## src/rtl/axis_adc_capture.sv

```systemverilog
// ---------------------------------------------------------------------------
// axis_adc_capture
//
// Captures 1..4 ADC channels and runs each sample through these stages:
//   - a two-stage synchroniser
//   - optional offset-binary to two's-complement conversion
//   - power-of-two boxcar decimation
//   - packing into AXI-Stream words
//   - a show-ahead FIFO
// The stream is emitted in frames of programmable length, and m_axis_last
// marks the final word of each frame.
//
// Ports
//   in_adc_clk      ADC sample clock; every register uses its rising edge
//   in_rst          asynchronous active-high reset
//   in_adc_data     packed samples; channel c sits at [c*W +: W]
//   in_start        begin a capture (honoured only in IDLE)
//   in_stop         abort a capture (honoured only in CAPTURE)
//   in_frame_len    words per frame, latched at start; 0 = continuous
//   m_axis_ready    downstream ready
//   m_axis_valid    FIFO head valid
//   m_axis_data     packed averaged samples, channel c at [c*LANE +: LANE]
//   m_axis_last     head word closes a frame
//   out_busy        FSM is not IDLE
//   out_overflow    sticky, set when a word is dropped on a full FIFO
//   out_drop_count  dropped words, saturating at 0xFFFF
//   out_adc_data    synchronised and converted samples for monitoring
// ---------------------------------------------------------------------------
module axis_adc_capture #(
  parameter int   INT_ADC_CHANNELS    = 2,
  parameter int   INT_ADC_DATA_WIDTH  = 14,
  parameter int   INT_AXIS_DATA_WIDTH = 32,
  parameter int   INT_DECIM_LOG2      = 2,
  parameter int   INT_FIFO_DEPTH      = 16,
  parameter int   INT_FRAME_LEN_WIDTH = 16,
  parameter logic BIT_OFFSET_BINARY   = 1'b0
) (
  input  logic                                           in_adc_clk,
  input  logic                                           in_rst,
  input  logic [INT_ADC_CHANNELS*INT_ADC_DATA_WIDTH-1:0] in_adc_data,
  input  logic                                           in_start,
  input  logic                                           in_stop,
  input  logic [INT_FRAME_LEN_WIDTH-1:0]                 in_frame_len,
  input  logic                                           m_axis_ready,
  output logic                                           m_axis_valid,
  output logic [INT_AXIS_DATA_WIDTH-1:0]                 m_axis_data,
  output logic                                           m_axis_last,
  output logic                                           out_busy,
  output logic                                           out_overflow,
  output logic [15:0]                                    out_drop_count,
  output logic [INT_ADC_CHANNELS*INT_ADC_DATA_WIDTH-1:0] out_adc_data
);

  localparam int CH    = INT_ADC_CHANNELS;
  localparam int W     = INT_ADC_DATA_WIDTH;
  localparam int AXW   = INT_AXIS_DATA_WIDTH;
  localparam int K     = INT_DECIM_LOG2;
  localparam int DEPTH = INT_FIFO_DEPTH;
  localparam int FLW   = INT_FRAME_LEN_WIDTH;
  localparam int LANE  = AXW / ((CH > 0) ? CH : 1);
  localparam int ACCW  = W + K;
  localparam int PHW   = (K > 0) ? K : 1;
  localparam int AW    = $clog2(DEPTH);

  localparam logic [PHW-1:0] PH_MAX  = PHW'((1 << K) - 1);
  localparam logic [PHW-1:0] PH_ONE  = PHW'(1);
  localparam logic [FLW-1:0] LEN_ONE = FLW'(1);
  localparam logic [AW:0]    PTR_ONE = (AW + 1)'(1);

  localparam logic [1:0] ST_IDLE    = 2'd0;
  localparam logic [1:0] ST_CAPTURE = 2'd1;
  localparam logic [1:0] ST_DRAIN   = 2'd2;

  generate
    if (CH < 1 || CH > 4) begin : g_bad_channels
      $error("axis_adc_capture: INT_ADC_CHANNELS must be 1..4");
    end
    if (LANE < W) begin : g_bad_lane
      $error("axis_adc_capture: lane width smaller than INT_ADC_DATA_WIDTH");
    end
    if (K < 0 || K > 8) begin : g_bad_decim
      $error("axis_adc_capture: INT_DECIM_LOG2 must be 0..8");
    end
    if (DEPTH < 4 || (DEPTH & (DEPTH - 1)) != 0) begin : g_bad_depth
      $error("axis_adc_capture: INT_FIFO_DEPTH must be a power of two >= 4");
    end
  endgenerate

  logic [CH*W-1:0]           r_sync1;
  logic [CH*W-1:0]           r_sync2;
  logic [CH*W-1:0]           w_conv;
  logic [CH-1:0][ACCW-1:0]   r_acc;
  logic [CH-1:0][ACCW-1:0]   w_sum;
  logic [CH-1:0][ACCW-1:0]   w_shift;
  logic [AXW-1:0]            w_word;
  logic [AXW-1:0]            r_word;
  logic [PHW-1:0]            r_phase;
  logic                      r_push_req;
  logic [1:0]                r_state;
  logic [FLW-1:0]            r_len;
  logic [FLW-1:0]            r_frame_cnt;
  logic                      r_overflow;
  logic [15:0]               r_drop_cnt;
  logic [AXW:0]              r_mem [DEPTH];
  logic [AW:0]               r_wr_ptr;
  logic [AW:0]               r_rd_ptr;
  logic [AXW:0]              w_head;
  logic                      w_empty;
  logic                      w_full;
  logic                      w_pop;
  logic                      w_push_try;
  logic                      w_push;
  logic                      w_drop;
  logic                      w_frame_last;

  // The MSB flip is folded into the second stage, so that stage already
  // holds two's-complement samples and its reset value reads as zero.
  always_comb begin
    w_conv = r_sync1;
    if (BIT_OFFSET_BINARY) begin
      for (int c = 0; c < CH; c++) begin
        w_conv[c*W + W - 1] = ~r_sync1[c*W + W - 1];
      end
    end
  end

  // The synchroniser runs in every FSM state so that the monitor output
  // always tracks the pins.
  always_ff @(posedge in_adc_clk or posedge in_rst) begin
    if (in_rst) begin
      r_sync1 <= '0;
      r_sync2 <= '0;
    end else begin
      r_sync1 <= in_adc_data;
      r_sync2 <= w_conv;
    end
  end

  // Running sum including the current sample. The arithmetic shift floors
  // the average, and the result is then sign-extended into its lane.
  // Lane bits above CH*LANE stay zero.
  always_comb begin
    w_sum   = '0;
    w_shift = '0;
    w_word  = '0;
    for (int c = 0; c < CH; c++) begin
      w_sum[c]   = r_acc[c] + ACCW'($signed(r_sync2[c*W +: W]));
      w_shift[c] = ACCW'($signed(w_sum[c]) >>> K);
      w_word[c*LANE +: LANE] = LANE'($signed(w_shift[c][W-1:0]));
    end
  end

  assign w_empty = (r_wr_ptr == r_rd_ptr);
  assign w_full  = (r_wr_ptr[AW] != r_rd_ptr[AW]) &&
                   (r_wr_ptr[AW-1:0] == r_rd_ptr[AW-1:0]);
  assign w_pop   = !w_empty && m_axis_ready;

  // A pending result is pushed only while capturing. A stop in the same
  // cycle kills it, and on a full FIFO a simultaneous pop makes room.
  assign w_push_try   = r_push_req && (r_state == ST_CAPTURE) && !in_stop;
  assign w_push       = w_push_try && (!w_full || w_pop);
  assign w_drop       = w_push_try && w_full && !w_pop;
  assign w_frame_last = (r_len != '0) && (r_frame_cnt == r_len - LEN_ONE);

  // FIFO storage has no reset; the pointers alone decide what is valid.
  always_ff @(posedge in_adc_clk) begin
    if (w_push) begin
      r_mem[r_wr_ptr[AW-1:0]] <= {w_frame_last, r_word};
    end
  end

  always_ff @(posedge in_adc_clk or posedge in_rst) begin
    if (in_rst) begin
      r_wr_ptr <= '0;
      r_rd_ptr <= '0;
    end else begin
      if (w_push) begin
        r_wr_ptr <= r_wr_ptr + PTR_ONE;
      end
      if (w_pop) begin
        r_rd_ptr <= r_rd_ptr + PTR_ONE;
      end
    end
  end

  // Capture FSM with decimation and frame accounting. Dropped words do not
  // advance the frame counter, so every completed frame is full length.
  always_ff @(posedge in_adc_clk or posedge in_rst) begin
    if (in_rst) begin
      r_state     <= ST_IDLE;
      r_len       <= '0;
      r_frame_cnt <= '0;
      r_overflow  <= 1'b0;
      r_drop_cnt  <= '0;
      r_acc       <= '0;
      r_phase     <= '0;
      r_push_req  <= 1'b0;
      r_word      <= '0;
    end else begin
      case (r_state)
        ST_IDLE: begin
          r_push_req <= 1'b0;
          if (in_start) begin
            r_state     <= ST_CAPTURE;
            r_len       <= in_frame_len;
            r_frame_cnt <= '0;
            r_overflow  <= 1'b0;
            r_drop_cnt  <= '0;
            r_acc       <= '0;
            r_phase     <= '0;
          end
        end
        ST_CAPTURE: begin
          if (in_stop) begin
            r_state    <= ST_DRAIN;
            r_acc      <= '0;
            r_phase    <= '0;
            r_push_req <= 1'b0;
          end else begin
            if (r_phase == PH_MAX) begin
              r_word     <= w_word;
              r_push_req <= 1'b1;
              r_acc      <= '0;
              r_phase    <= '0;
            end else begin
              r_acc      <= w_sum;
              r_push_req <= 1'b0;
              r_phase    <= r_phase + PH_ONE;
            end
            if (w_push) begin
              if (w_frame_last) begin
                r_state     <= ST_DRAIN;
                r_frame_cnt <= '0;
              end else begin
                r_frame_cnt <= r_frame_cnt + LEN_ONE;
              end
            end
            if (w_drop) begin
              r_overflow <= 1'b1;
              if (r_drop_cnt != 16'hFFFF) begin
                r_drop_cnt <= r_drop_cnt + 16'd1;
              end
            end
          end
        end
        ST_DRAIN: begin
          r_push_req <= 1'b0;
          if (w_empty) begin
            r_state <= ST_IDLE;
          end
        end
        default: begin
          r_state    <= ST_IDLE;
          r_push_req <= 1'b0;
        end
      endcase
    end
  end

  // Data and last are gated with valid so that every output reads zero
  // while the FIFO is empty, including straight after reset.
  assign w_head         = r_mem[r_rd_ptr[AW-1:0]];
  assign m_axis_valid   = !w_empty;
  assign m_axis_data    = w_empty ? '0 : w_head[AXW-1:0];
  assign m_axis_last    = !w_empty && w_head[AXW];
  assign out_busy       = (r_state != ST_IDLE);
  assign out_overflow   = r_overflow;
  assign out_drop_count = r_drop_cnt;
  assign out_adc_data   = r_sync2;

endmodule
```

## config.mk

```make
export PLATFORM = sky130hd
export DESIGN_NAME = axis_adc_capture
export DESIGN_NICKNAME = d
export VERILOG_FILES = /design/src/rtl/axis_adc_capture.sv
export SDC_FILE = /design/constraint.sdc
export NUM_CORES = 1
export LEC_CHECK = 0
export ABC_CLOCK_PERIOD_IN_PS = 15410
export BUFFER_PORTS_ARGS = -buffer_cell sky130_fd_sc_hd__buf_2
export CAP_MARGIN = 20
export CORE_UTILIZATION = 50
export DETAILED_ROUTE_END_ITERATION = 12
export GPL_TIMING_DRIVEN = 0
export HOLD_SLACK_MARGIN = 0.02
export MAX_ROUTING_LAYER = met4
export PLACE_DENSITY = 0.67
export SETUP_SLACK_MARGIN = 0.3
export SLEW_MARGIN = 20
export SYNTH_ARGS = -nofsm -noshare
export SYNTH_HDL_FRONTEND = slang
export SYNTH_SLANG_ARGS = --single-unit
```

## constraint.sdc

```tcl
create_clock -name in_adc_clk -period 15.41 [get_ports in_adc_clk]
set_input_delay 0.7705 -clock in_adc_clk [delete_from_list [all_inputs] [get_ports in_adc_clk]]
set_output_delay 0.7705 -clock in_adc_clk [all_outputs]
set_load 0.05 [all_outputs]
```

==> impl_metrics.csv, run 1 <==
group,metric,value,unit
status,status,"complete, no violations",
timing,setup_violations,0,
timing,fmax,192,MHz
worst_hold_path,hp-class,"in2async",
synth,synth-xor-area-share,2.06,%
synth,yosys-top-cells-area,"edfxtp_1 (53%), dfrtp_1 (17%), mux4_2 (12%)",
finish,fin_cells,2540,
synth,synth_top_area_share,52.8,%
floorplan,die_x,232,µm
synth,ys_ff_latch,644,
timing,slew_headroom,28.0,%
synth,synth_fp_nets,1668,
critical_path,cp-end-kind,"primary output",
place,gp_congestion,0.868,
timing,holdWs,0.230,ns
timing,finalCriticalPeriod,5.21,ns
synth,synth_top_family_by_area,"multiplexers",
route,vias,14800,
grt,grt_max_degree,106,
timing,fin_setup_tns,0,ns
clock_network,cts_buffers,66,
clock_network,cts_setup_buffers,0,
route,initialDrtViolationCount,1364,
clock_network,cts_resized,0,
timing,worst_pin_slew,1.08,ns
synth,syn-cell-area,26400,µm²
pwr,irDropWorstVdd,0.108,mV
synth,synthCells,1578,
grt,grt-ovfl-total,0,
pwr,power_density,178,nW/µm²
synth,synth_compound_area_share,4.98,%
run,cap_violations,0,
synth,synth-simple-area-share,6.88,%
route,wl_per_cell,23.3,µm
floorplan,die-area,53700,µm²
route,drt_first_pass_iters,5,
critical_path,start_kind,"register",
clock_network,clk_pin_slew,0.06,ns
finish,area_growth,16.4,%
synth,synth_fa_ha_area_share,2.00,%
finish,drive_above_1_share,25.0,%
timing,drv_slew,0,
synth,synthFlopType,"edfxtp_1",
finish,nets,1898,
place,numPortBuffers,128,
floorplan,die_y,232,µm
synth,yosysWarningCount,0,
critical_path,critical_path_required,14.64,ns
clock_network,postCtsHoldBufs,0,
synth,synth_mux_area_share,12.5,%
finish,fin_util,59.4,%
grt,grt_use_total,23.7,%
critical_path,cp_max_fo,10,
pwr,p_leak,10.8,nW
clock_network,cts_tree,"built",
clock_network,clkLatencyLatePin,0.62,ns
synth,synth_edf_count,464,
synth,yosysMostFrequentCell,"edfxtp_1",
place,dp_cells,2420,
timing,rsz0062_at_grt,"no",
floorplan,coreArea,51700,µm²
synth,netlist_top_cells_count,"edfxtp_1 (464), dfrtp_1 (180), nand2_1 (163)",
synth,postSynth.asyncResetShare,28.0,%
clock_network,htreeDepth,3,
clock_network,root_buffer,"clkbuf_16",
timing,fin_crit_sh,33.8,%
place,hpwl,39.4,mm
synth,yosysTopAreaCell,"edfxtp_1",
grt,grt_pass1_wl,91.2,mm
finish,fillers,3888,
synth,ys_seq_area_share,69.9,%
route,vias_per_cell,5.82,
critical_path,path_class,"reg2out",
grt,antenna_found_initial,2,
route,wirelength,59.1,mm
timing,fin_worst_skew,0.0270,ns
critical_path,worstRegToRegCells,11,
clock_network,clk_path_buf_depth,3,
pwr,total_power,0.00546,W
synth,avgSynthCellArea,16.7,µm²
clock_network,clock_sinks,644,
floorplan,initial_core_util,51.0,%
route,drc,0,
synth,synth.distinct_cells,66,
floorplan,ioPinCount,129,
critical_path,arrival,4.44,ns
floorplan,fp-row-count,83,
timing,final_hold_viol_count,0,
grt,grt_pass1_vias,15100,
route,ant_nets,0,
==> final timing paths <==
kind | start | endpoint | slack (ns)
setup / recovery | r_rd_ptr[1] | m_axis_data[30] | 10.20
hold / removal | in_rst | r_word[3] | 0.23
setup reg to reg | r_rd_ptr[0] | r_mem[2][5] | 10.90
hold reg to reg | r_sync1[14] | out_adc_data[14] | 0.34
max in group asynchronous | in_rst | r_len[1] | 14.24
min in group in_adc_clk | in_adc_data[12] | r_sync1[12] | 0.28
==> area by class of cell <==
class / instances / area [µm²] / share of cell area (%)
Antenna cell: 2 / 5.00 / 0.0163
Buffer: 76 / 352 / 1.15
Clock buffer: 95 / 1870 / 6.10
Clock inverter: 23 / 249 / 0.811
Inverter: 23 / 93.8 / 0.306
Multi-Input combinational cell: 835 / 7620 / 24.8
Sequential cell: 644 / 18400 / 60.0
Tap cell: 680 / 851 / 2.77
Timing Repair Buffer: 162 / 1220 / 3.99
==> per-stage QoR <==
step                setup WS (ns)  instance area, µm²
finish                      10.20               30700
global route                 10.0               30700
CTS                         10.15               30700
detailed placement          10.89               28600
global placement             7.78               27900
floorplan                    9.75               26400
==> where the power goes <==
group,switching (W),internal (W),leakage (nW)
logic,0.00108,0.000670,3.50
clock network,0.000654,0.000917,1.04
registers,0.000133,0.00200,6.25
total,0.00187,0.00359,10.8
==> worst max-delay path: stages, from the launching register on <==
cell,delay [ns]
dfrtp_1,0.40
clkbuf_1,0.48
clkbuf_1,0.61
buf_1,0.68
mux4_2,0.42
mux4_2,0.48
and2_1,0.33
buf_4,0.21
buf_2,0.20
==> cells in the final DEF (no fill, tap or decap), types with 11 or more instances in the layout <==
cell and count:
o21ai_0 85, clkbuf_16 68, mux4_2 145, clkbuf_1 66, o211ai_1 13, nor2_1 59
edfxtp_1 464, ha_1 39, buf_4 18, buf_1 11, and2_1 36, buf_2 132
buf_16 13, inv_1 22, or3_1 11, xnor2_1 43, dfrtp_1 180, xor2_1 19
nor3_1 12, nand2_1 163, nor2_4 12, nand3_1 24, a21oi_1 38
==> layer usage <==
metal	track usage, %	vias to the layer above	wire [µm]
met5	-	-	0
met1	32.1	7629	25100
li1	-	6552	-
met3	4.69	92	3880
met2	37.0	505	29100
met4	6.25	0	1090
==> flip-flops by register name, summed over array words and instances, names as in the netlist <==
| register | count |
|---|---|
| r_sync1 | 28 |
| r_rd_ptr | 5 |
| r_word | 28 |
| r_state | 2 |
| r_len | 16 |
| out_drop_count | 16 |
| r_phase | 2 |
| out_adc_data | 28 |
| r_wr_ptr | 5 |
| r_frame_cnt | 16 |
| out_overflow | 1 |
| r_acc | 32 |
| r_mem | 464 |
| r_push_req | 1 |
==> kinds of logic after synthesis <==
family	after synthesis
adder cells (fa/ha/maj)	41
flip-flops	644
AND/OR/NAND/NOR	382
AO/OA/AOI/OAI	201
buffers and inverters	99
multiplexers	149
XOR/XNOR	62
(Power assumes the default switching activity.)
==> run 2, diff against run 1 <==
- ABC_AREA: default -> 1
- ABC_CLOCK_PERIOD_IN_PS: 15410 -> 5300
- clock period: 15.41 -> 5.3 ns (I/O delays scaled with it)
==> impl_metrics.csv, run 2 <==
group,metric,value,unit
status,status,"complete, no violations",
timing,setup_violations,0,
clock_network,root_buffer,"clkbuf_16",
route,initialDrtViolationCount,1790,
critical_path,start_kind,"register",
finish,largest_register_ffs,464,
pwr,p_int,0.0102,W
synth,yosysTopAreaCell,"edfxtp_1",
floorplan,initial_core_util,50.5,%
synth,syn-cell-area,27200,µm²
clock_network,cts_resized,0,
grt,grt-ovfl-total,0,
route,drt_first_pass_iters,8,
synth,postSynth.asyncResetShare,28.0,%
floorplan,ioPinCount,129,
clock_network,htreeDepth,3,
clock_network,cts_buffers,67,
synth,synth.distinct_cells,53,
synth,synthFlopType,"edfxtp_1",
place,hpwl,49.9,mm
synth,synth_top_area_share,51.3,%
critical_path,cp-end-kind,"primary output",
synth,netlist_top_cells_count,"edfxtp_1 (464), nand2_1 (380), nor2_1 (322)",
route,wirelength,72.5,mm
synth,synthCells,2289,
synth,ys_seq_area_share,67.8,%
finish,nets,2644,
clock_network,cts_setup_buffers,0,
worst_hold_path,min_path_cells,3,
floorplan,die_x,235,µm
route,vias_per_cell,5.74,
place,numPortBuffers,128,
place,gp_congestion,0.890,
synth,avgSynthCellArea,11.9,µm²
pwr,p_clk_share,26.2,%
grt,grt_use_total,27.3,%
run,cap_violations,0,
route,wl_per_cell,22.0,µm
critical_path,worstRegToRegCells,12,
critical_path,critical_path_required,5.04,ns
finish,fillers,4309,
timing,final_hold_viol_count,0,
clock_network,postCtsHoldBufs,47,
clock_network,cts_tree,"built",
clock_network,clk_path_buf_depth,3,
finish,drive_above_1_share,14.0,%
grt,antenna_found_initial,1,
pwr,irDropWorstVdd,0.309,mV
critical_path,path_class,"reg2out",
timing,fmax,247,MHz
clock_network,clk_pin_slew,0.06,ns
critical_path,arrival,3.78,ns
pwr,sw_frac_of_total,41.0,%
pwr,power.switching,0.00711,W
synth,synth_fp_nets,2379,
grt,grt_max_degree,36,
route,vias,18900,
floorplan,coreArea,53800,µm²
route,ant_nets,0,
timing,fin_worst_skew,0.0195,ns
critical_path,cp_max_fo,10,
pwr,p_comb_share,36.8,%
timing,rsz0062_at_grt,"no",
grt,grt_pass1_vias,18600,
floorplan,die-area,55300,µm²
pwr,power_density,544,nW/µm²
finish,final-seq-area,18400,µm²
floorplan,fp-row-count,85,
finish,final_common_cell,"edfxtp_1",
worst_hold_path,hp-class,"in2reg",
clock_network,clock_sinks,644,
finish,multiInputGateArea,7920,µm²
clock_network,clkLatencyLatePin,0.61,ns
route,drc,0,
grt,grt_pass1_wl,110,mm
finish,final_cell_mix,"edfxtp_1 (464), nand2_1 (380), nor2_1 (307)",
synth,ys_ff_latch,644,
timing,finalCriticalPeriod,4.05,ns
timing,worst_pin_slew,0.929,ns
finish,area_growth,17.4,%
timing,slew_headroom,38.1,%
synth,yosys-top-cells-area,"edfxtp_1 (51%), dfrtp_1 (17%), nand2_1 (5.2%)",
synth,yosysMostFrequentCell,"edfxtp_1",
pwr,pwr-share-seq,37.0,%
synth,synth_edf_count,464,
synth,yosysWarningCount,0,
finish,fin_util,59.3,%
pwr,p_leak,11.9,nW
timing,drv_slew,0,
timing,fin_crit_sh,76.4,%
floorplan,die_y,235,µm
timing,fin_setup_tns,0,ns
## run 2: cell types whose count changed in the layout (fill, tap and decap cells not counted), sizes merged, moves of 43 or more
cell,before,now
nand3,25,93
nor2,71,337
mux2i,2,45
dlygate4sd3,0,47
o32ai,0,71
mux4,145,0
o21ai,86,202
inv,28,102
nand2,163,387
## run 2: kinds of logic after synthesis
logic type	count (synthesis)	synth area share, %
flip-flops	644	67.8
XOR/XNOR	63	2.03
adder cells (fa/ha/maj)	41	1.94
buffers and inverters	218	3.43
multiplexers	45	1.66
AO/OA/AOI/OAI	404	9.70
AND/OR/NAND/NOR	874	13.4
## run 2: stage by stage
step | setup slack (ns) | cells | total power, W | hold WS [ns] | instance area (µm²)
final | 1.25 | 3297 | 0.0173 | 0.117 | 31900
after global routing | 1.08 | 3297 | 0.0181 | 0.120 | 31900
after floorplan | 2.04 | 2289 | 0.0106 | 0.296 | 27200
after global placement | 0.445 | 3113 | 0.0126 | 0.332 | 28700
after CTS | 1.26 | 3296 | 0.0173 | 0.101 | 31900
after detailed placement | 1.92 | 3134 | 0.0128 | 0.335 | 29300
## run 2: path summary, 6_finish.rpt
check | to | startpoint | slack (ns)
max | m_axis_data[20] | r_rd_ptr[0] | 1.25
min | r_state[0] | in_start | 0.12
max reg2reg | r_mem[8][5] | r_rd_ptr[0] | 2.15
min reg2reg | out_adc_data[13] | r_sync1[13] | 0.34
max in group asynchronous | out_adc_data[11] | in_rst | 4.01
min in group asynchronous | r_len[4] | in_rst | 0.27
## run 2: critical path, cell delays in order (launching register included)
cell,delay [ns]
dfrtp_1,0.38
buf_2,0.25
buf_4,0.23
inv_2,0.14
buf_4,0.22
clkbuf_1,0.66
nor2_1,0.13
o32ai_1,0.23
nand2_1,0.13
a31oi_1,0.44
buf_2,0.35
## run 2: final cells by class
cell class / instances / share of cell area (%)
antenna: 1 / 0.00784
multi-input combinational: 1427 / 24.8
clock buffer: 80 / 5.63
clock inverter: 35 / 0.981
sequential: 644 / 57.8
inverter: 100 / 1.20
buffer: 118 / 1.74
tap: 696 / 2.73
timing repair buffer: 196 / 5.08
## run 2: power groups by stage
stage | Sequential, W | Clock (W) | Combinational (W)
final | 0.00642 | 0.00455 | 0.00638
after global routing | 0.00645 | 0.00479 | 0.00681
after CTS | 0.00640 | 0.00460 | 0.00632
after detailed placement | 0.00650 | 0 | 0.00628
after global placement | 0.00647 | 0 | 0.00617
after floorplan | 0.00631 | 0 | 0.00427
## run 2: routing by layer
| layer | global-route usage (%) | wire, µm | vias to the layer above |
|---|---|---|---|
| li1 | - | - | 8706 |
| met1 | 35.9 | 30000 | 9242 |
| met2 | 43.2 | 33900 | 856 |
| met3 | 4.29 | 6030 | 137 |
| met4 | 9.77 | 2600 | 0 |
| met5 | - | 0 | - |
